[src/rtl/cpu_control_fsm_if.sv]
// Control bundle between the multicycle sequencer and the CR16-style datapath.
// The sequencer owns the master modport; the datapath (or a bench) owns the slave side.
interface cpu_control_fsm_if;
  logic       run;
  logic [3:0] instr_op;
  logic [3:0] instr_ext;
  logic       mem_addr_sel;
  logic       ir_load;
  logic       decoder_en;
  logic       flag_en;
  logic       rf_we;
  logic       wb_sel;
  logic       mem_we;
  logic       pc_en;
  logic       illegal;

  modport master (
    input  run, instr_op, instr_ext,
    output mem_addr_sel, ir_load, decoder_en, flag_en, rf_we, wb_sel, mem_we, pc_en, illegal
  );

  modport slave (
    output run, instr_op, instr_ext,
    input  mem_addr_sel, ir_load, decoder_en, flag_en, rf_we, wb_sel, mem_we, pc_en, illegal
  );
endinterface

[src/rtl/cpu_control_fsm.sv]
// Multicycle sequencer: fetch, decode, execute/memory, writeback; one instruction in flight.
// Instruction class is captured in S_DECODE so later IR changes cannot disturb the strobes.
module cpu_control_fsm #(
  parameter int unsigned MEM_LATENCY = 1,
  parameter int unsigned CNT_WIDTH   = 16
) (
  input  logic                 clk,
  input  logic                 reset,
  cpu_control_fsm_if.master    bus,
  output logic [2:0]           state,
  output logic [CNT_WIDTH-1:0] retired
);

  typedef enum logic [2:0] {
    StFetch  = 3'd0,
    StFwait  = 3'd1,
    StDecode = 3'd2,
    StExec   = 3'd3,
    StMem    = 3'd4,
    StWb     = 3'd5
  } state_e;

  typedef enum logic [2:0] {
    ClsAluFlag, ClsCmp, ClsAluNoFlag, ClsLoad, ClsStor, ClsNop, ClsIllegal
  } cls_e;

  localparam logic [2:0] WaitInit = 3'(MEM_LATENCY - 1);

  state_e               state_q, state_d;
  cls_e                 cls_q, cls_d, cls_dec;
  logic [2:0]           cnt_q, cnt_d;
  logic [CNT_WIDTH-1:0] retired_q, retired_d;

  logic mem_addr_sel, ir_load, decoder_en, flag_en, rf_we, wb_sel, mem_we, pc_en, illegal;

  always_comb begin
    cls_dec = ClsIllegal;
    case (bus.instr_op)
      4'b0000: begin
        case (bus.instr_ext)
          4'b0000:                                     cls_dec = ClsNop;
          4'b0101, 4'b0110, 4'b0111, 4'b1001, 4'b1010: cls_dec = ClsAluFlag;
          4'b1011:                                     cls_dec = ClsCmp;
          default:                                     cls_dec = ClsAluNoFlag;
        endcase
      end
      4'b0101, 4'b0110, 4'b0111, 4'b1001, 4'b1010: cls_dec = ClsAluFlag;
      4'b1011:                                     cls_dec = ClsCmp;
      4'b1000, 4'b1100, 4'b1101, 4'b1110, 4'b1111: cls_dec = ClsAluNoFlag;
      4'b0100: begin
        if (bus.instr_ext == 4'b0000)      cls_dec = ClsLoad;
        else if (bus.instr_ext == 4'b0100) cls_dec = ClsStor;
        else                               cls_dec = ClsIllegal;
      end
      default: cls_dec = ClsIllegal;
    endcase
  end

  always_comb begin
    state_d      = state_q;
    cls_d        = cls_q;
    cnt_d        = cnt_q;
    retired_d    = retired_q;
    mem_addr_sel = 1'b0;
    ir_load      = 1'b0;
    decoder_en   = 1'b1;
    flag_en      = 1'b0;
    rf_we        = 1'b0;
    wb_sel       = 1'b0;
    mem_we       = 1'b0;
    pc_en        = 1'b0;
    illegal      = 1'b0;

    case (state_q)
      StFetch: begin
        if (bus.run) begin
          state_d = StFwait;
          cnt_d   = WaitInit;
        end
      end
      StFwait: begin
        if (cnt_q == 3'd0) begin
          ir_load = 1'b1;
          state_d = StDecode;
        end else begin
          cnt_d = cnt_q - 3'd1;
        end
      end
      StDecode: begin
        decoder_en = 1'b0;
        cls_d      = cls_dec;
        cnt_d      = WaitInit;
        illegal    = (cls_dec == ClsIllegal);
        case (cls_dec)
          ClsAluFlag, ClsCmp, ClsAluNoFlag: state_d = StExec;
          ClsLoad, ClsStor:                 state_d = StMem;
          default:                          state_d = StWb;
        endcase
      end
      StExec: begin
        decoder_en = 1'b0;
        flag_en    = (cls_q == ClsAluFlag) || (cls_q == ClsCmp);
        state_d    = StWb;
      end
      StMem: begin
        decoder_en   = 1'b0;
        mem_addr_sel = 1'b1;
        if (cls_q == ClsStor) begin
          mem_we  = 1'b1;
          state_d = StWb;
        end else if (cnt_q == 3'd0) begin
          state_d = StWb;
        end else begin
          cnt_d = cnt_q - 3'd1;
        end
      end
      StWb: begin
        decoder_en = 1'b0;
        pc_en      = 1'b1;
        rf_we      = (cls_q == ClsAluFlag) || (cls_q == ClsAluNoFlag) || (cls_q == ClsLoad);
        wb_sel     = (cls_q == ClsLoad);
        retired_d  = retired_q + CNT_WIDTH'(1);
        state_d    = StFetch;
      end
      default: state_d = StFetch;
    endcase

    // An abort must not commit anything, even in the cycle reset is first seen.
    if (reset) begin
      rf_we  = 1'b0;
      mem_we = 1'b0;
      pc_en  = 1'b0;
    end
  end

  always_ff @(posedge clk) begin
    if (reset) begin
      state_q   <= StFetch;
      cls_q     <= ClsNop;
      cnt_q     <= 3'd0;
      retired_q <= '0;
    end else begin
      state_q   <= state_d;
      cls_q     <= cls_d;
      cnt_q     <= cnt_d;
      retired_q <= retired_d;
    end
  end

  assign bus.mem_addr_sel = mem_addr_sel;
  assign bus.ir_load      = ir_load;
  assign bus.decoder_en   = decoder_en;
  assign bus.flag_en      = flag_en;
  assign bus.rf_we        = rf_we;
  assign bus.wb_sel       = wb_sel;
  assign bus.mem_we       = mem_we;
  assign bus.pc_en        = pc_en;
  assign bus.illegal      = illegal;
  assign state            = state_q;
  assign retired          = retired_q;

endmodule

[src/flat_wrapper.sv]
// flat-port wrapper written by rule: the top's interface ports become plain ports
module cpu_control_fsm_flat 
#(
  parameter int unsigned MEM_LATENCY = 1,
  parameter int unsigned CNT_WIDTH   = 16
)
  (clk, reset, state, retired, bus_run, bus_instr_op, bus_instr_ext, bus_mem_addr_sel, bus_ir_load, bus_decoder_en, bus_flag_en, bus_rf_we, bus_wb_sel, bus_mem_we, bus_pc_en, bus_illegal);
  cpu_control_fsm_if bus_i ();
  input  logic clk;
  input  logic reset;
  output logic [2:0] state;
  output logic [CNT_WIDTH-1:0] retired;
  input wire logic [$bits(bus_i.run)-1:0] bus_run;
  input wire logic [$bits(bus_i.instr_op)-1:0] bus_instr_op;
  input wire logic [$bits(bus_i.instr_ext)-1:0] bus_instr_ext;
  output wire logic [$bits(bus_i.mem_addr_sel)-1:0] bus_mem_addr_sel;
  output wire logic [$bits(bus_i.ir_load)-1:0] bus_ir_load;
  output wire logic [$bits(bus_i.decoder_en)-1:0] bus_decoder_en;
  output wire logic [$bits(bus_i.flag_en)-1:0] bus_flag_en;
  output wire logic [$bits(bus_i.rf_we)-1:0] bus_rf_we;
  output wire logic [$bits(bus_i.wb_sel)-1:0] bus_wb_sel;
  output wire logic [$bits(bus_i.mem_we)-1:0] bus_mem_we;
  output wire logic [$bits(bus_i.pc_en)-1:0] bus_pc_en;
  output wire logic [$bits(bus_i.illegal)-1:0] bus_illegal;
  assign bus_i.run = bus_run;
  assign bus_i.instr_op = bus_instr_op;
  assign bus_i.instr_ext = bus_instr_ext;
  assign bus_mem_addr_sel = bus_i.mem_addr_sel;
  assign bus_ir_load = bus_i.ir_load;
  assign bus_decoder_en = bus_i.decoder_en;
  assign bus_flag_en = bus_i.flag_en;
  assign bus_rf_we = bus_i.rf_we;
  assign bus_wb_sel = bus_i.wb_sel;
  assign bus_mem_we = bus_i.mem_we;
  assign bus_pc_en = bus_i.pc_en;
  assign bus_illegal = bus_i.illegal;
  cpu_control_fsm #(.MEM_LATENCY(MEM_LATENCY), .CNT_WIDTH(CNT_WIDTH)) u_core (.clk(clk), .reset(reset), .bus(bus_i), .state(state), .retired(retired));
endmodule
[config.mk]
export PLATFORM = sky130hd
export DESIGN_NAME = cpu_control_fsm_flat
export DESIGN_NICKNAME = d
export VERILOG_FILES = /design/src/rtl/cpu_control_fsm_if.sv /design/src/rtl/cpu_control_fsm.sv /design/src/flat_wrapper.sv
export SDC_FILE = /design/constraint.sdc
export NUM_CORES = 1
export LEC_CHECK = 0
export BUFFER_PORTS_ARGS = -buffer_cell sky130_fd_sc_hd__buf_4
export CORE_MARGIN = 2
export CORE_UTILIZATION = 27
export DETAILED_ROUTE_END_ITERATION = 6
export PLACE_DENSITY = 0.54
export SLEW_MARGIN = 25
export SYNTH_ARGS = -nofsm -noshare
export SYNTH_HDL_FRONTEND = slang
export SYNTH_SLANG_ARGS = --single-unit
[constraint.sdc]
create_clock -name clk -period 1.8 [get_ports clk]
set_input_delay 0.27 -clock clk [delete_from_list [all_inputs] [get_ports clk]]
set_output_delay 0.27 -clock clk [all_outputs]
set_load 0.005 [all_outputs]
==> metrics.txt <==
status=finished, final reports clean; all-layer global routing usage=between 10% and 20%; P_leak=slightly above 0.9 nW; crit path max-delay cell type=or3_4; layout cells sized above 1=approximately 37%; Syn. warnings=0; I/O pins=39; WHS Path Cells=2; Cell Area, Synth=between 0.001 and 0.0015 mm2; cells on worst reg2reg path=8; simple-gate area share of the yosys netlist=between 30% and 40%; Detail Route Antenna Nets=0; Synth Instances=roughly 190; Post-route DRC=0; fillers=~560; final wirelength=~3.8 mm; post-synthesis mux area share=less than 1%; met3 Resource Use GR=2.558%; number of global-route vias before repair=approximately 1400; grt total ovfl=0; Slew Limit Fails=0; Slew @ Worst Pin=~0.39 ns; Root Driver=clkbuf_8; Synth async-reset ratio=0%; synthesized flop and latch total=25; ant diodes=0; final setup fails=0; Post-Synth Adder-Cell Area=3.393%; final period utilization=99.48%; critical path data required time=about 1.5 ns; unrepaired setup endpoints after global routing=yes; core footprint=~0.0052 mm2; Netlist cell types=47; main combinational cell family by area after synthesis=simple AND/OR/NAND/NOR gates; post-synthesis sequential area ratio=between 30% and 40%; Final min period=between 1.5 and 2 ns; Die Span Y=slightly below 80 um; ordered list of cells on the worst path=buf_4, or3_4, nor2_4, and3_1, buf_4; via count=between 1500 and 2000; Final Skew=~0.0072 ns; row count=26; Vias/cell=4.862; final setup margin=about 0.0093 ns; Seq. cell area=a little over 500 um2; CP Capture Type=output port; clk sinks=25; Slew HR=73.97%; complex-gate fraction of the synthesized area=between 10% and 20%; initial DRC count=36; die area=between 0.006 and 0.007 mm2; Cell Count, Final, Fillers Out=between 300 and 400; Pwr Total=a little over 2 mW; Initial Utilization=around 28%; fin util=between 40% and 50%; grt met1 use=a little under a fifth; Clock transition at path regs=~0.09 ns; Pwr Density=between 900 and 1000 mW/mm2; # Max-Cap Violations=0; clock latency on the worst-skew pair=roughly 0.27 ns; deepest clock path buffer count=2; CTS tree=done; Final HPWL DP=roughly 2.8 mm; CTS Hold Bufs=0; Critical Setup Path Class=register to output port; Multi-input gate area=about 0.0010 mm2; CP startpoint kind=register; Post-Synth XOR/XNOR Area=under 10%; die width=just under 80 um; GPL Wtd Cong=0.8355; DR pass1 iterations=4; final hold violations=0; design area=approximately 0.0022 mm2; total negative slack=0 ns; most used routing layer=met2; Fin Hold WS=0.2942 ns; predominant post-synthesis flop cell=dfxtp_1; Placed Cells=a little over 300; cell mode on critical path=buf_4; Synth Area per Inst=between 7 and 8 um2; cts bufs inserted=3; area grow syn2layout=47.75%; H-tree depth=1; Syn Nets=~200; Largest stage delay, worst path=approximately 0.40 ns; nets=264; GRT met2 Usage=between 15 and 20%; largest net degree at the start of global routing=18; initial antenna violation count=0; HP Class=primary input to register; port bufs=38; Arrival @ worst endpoint=roughly 1.5 ns; placed cell area=0.001981 mm2; global-route wire length before repair=6.423 mm; Fmax achieved=between 500 and 600 MHz; crit-path max FO=5; Peak supply drop=0.0006910 V; Placement Setup Slack=approximately 0.013 ns; Post-synth EDFFs=0; Routed wire per std cell=between 10 and 15 um
[worst max-delay path: cells and delay by family (launching register included)]
family                 cells  cell delay (ns)
and+or+nand+nor            3             0.64
DFF                        1             0.37
buffers and inverters      2             0.25
[sequential cells by signal, summed over array words and instances, names as in the netlist]
register        flops
u_core.state        3
u_core.retired     16
u_core.cls_q        3
u_core.cnt_q        3
[synthesized netlist by cell type (3+ instances only)]
cell,instances,share of area (%)
clkbuf_1,3,0.76
dfxtp_1,25,34
xnor2_1,3,1.8
a21oi_1,10,3.4
ha_1,4,3.4
nand4_1,4,1.7
nor2_1,26,6.6
nand3_1,8,2.7
or3_1,4,1.7
nor4_1,4,1.7
and3_1,4,1.7
inv_1,7,1.8
o21ai_0,9,3.1
nand2_1,18,4.6
nor3_1,8,2.7
xor2_1,11,6.5
[layout by cell type, fill, tap and decap left out, drive strengths merged, types with 2 or more instances in the layout]
cell    Yosys  layout
xor2       11      11
xnor2       3       3
o41ai       2       2
nand2      18      18
or4         2       2
nand4       5       5
nor4        4       4
nand3       8       8
ha          4       4
and2b       2       2
a211o       2       2
buf         3      62
or3         4       4
o21ai       9       9
a211oi      2       2
o31ai       2       2
nor2       26      26
clkbuf      3       3
inv         9       9
and3        4       4
nor3        8       8
a21oi      10      10
and4b       2       2
dfxtp      25      25
o22ai       2       2
[worst paths after layout]
path	to	startpoint	slack, ns
max	bus_illegal	u_core.state[0]	0.009
min	u_core.cls_q[1]	reset	0.29
max reg2reg	u_core.cnt_q[2]	u_core.state[0]	0.06
min reg2reg	u_core.retired[10]	u_core.retired[10]	0.52
[final cells by class]
class | count | share of cell area [%]
multi-input combinational | 148 | 46.38
sequential | 25 | 23.54
timing repair buffer | 62 | 22.27
tap | 70 | 4.018
clock buffer | 3 | 1.894
inverter | 9 | 1.665
clock inverter | 1 | 0.2296
[repair_timing]
action | CTS | global route
resized for setup | 12 | 17
setup buffers | 2 | 1
endpoints found under the setup margin | 3 | 8
pin swaps | 2 | 2
[cell families (layout without fill, tap and decap cells)]
logic type	after synthesis	count (layout)
AND/OR/NAND/NOR	93	93
adder cells (fa/ha/maj)	4	4
flip-flops	25	25
XOR/XNOR	14	14
AO/OA/AOI/OAI	36	36
buffers and inverters	15	75
multiplexers	1	1
[layer usage]
| layer | vias up | wire (um) | share of wire [%] |
|---|---|---|---|
| met5 | - | 0 | 0 |
| met4 | 0 | 34 | 0.89 |
| met3 | 4 | 204 | 5.3 |
| met2 | 48 | 1728 | 45 |
| met1 | 703 | 1866 | 49 |
| li1 | 791 | - | - |
[power by group]
part	internal (mW)	switching, mW
combinational	0.523	0.508
sequential	0.632	0.0619
clock	0.155	0.180
total	1.31	0.750
(Power assumes the default switching activity.)
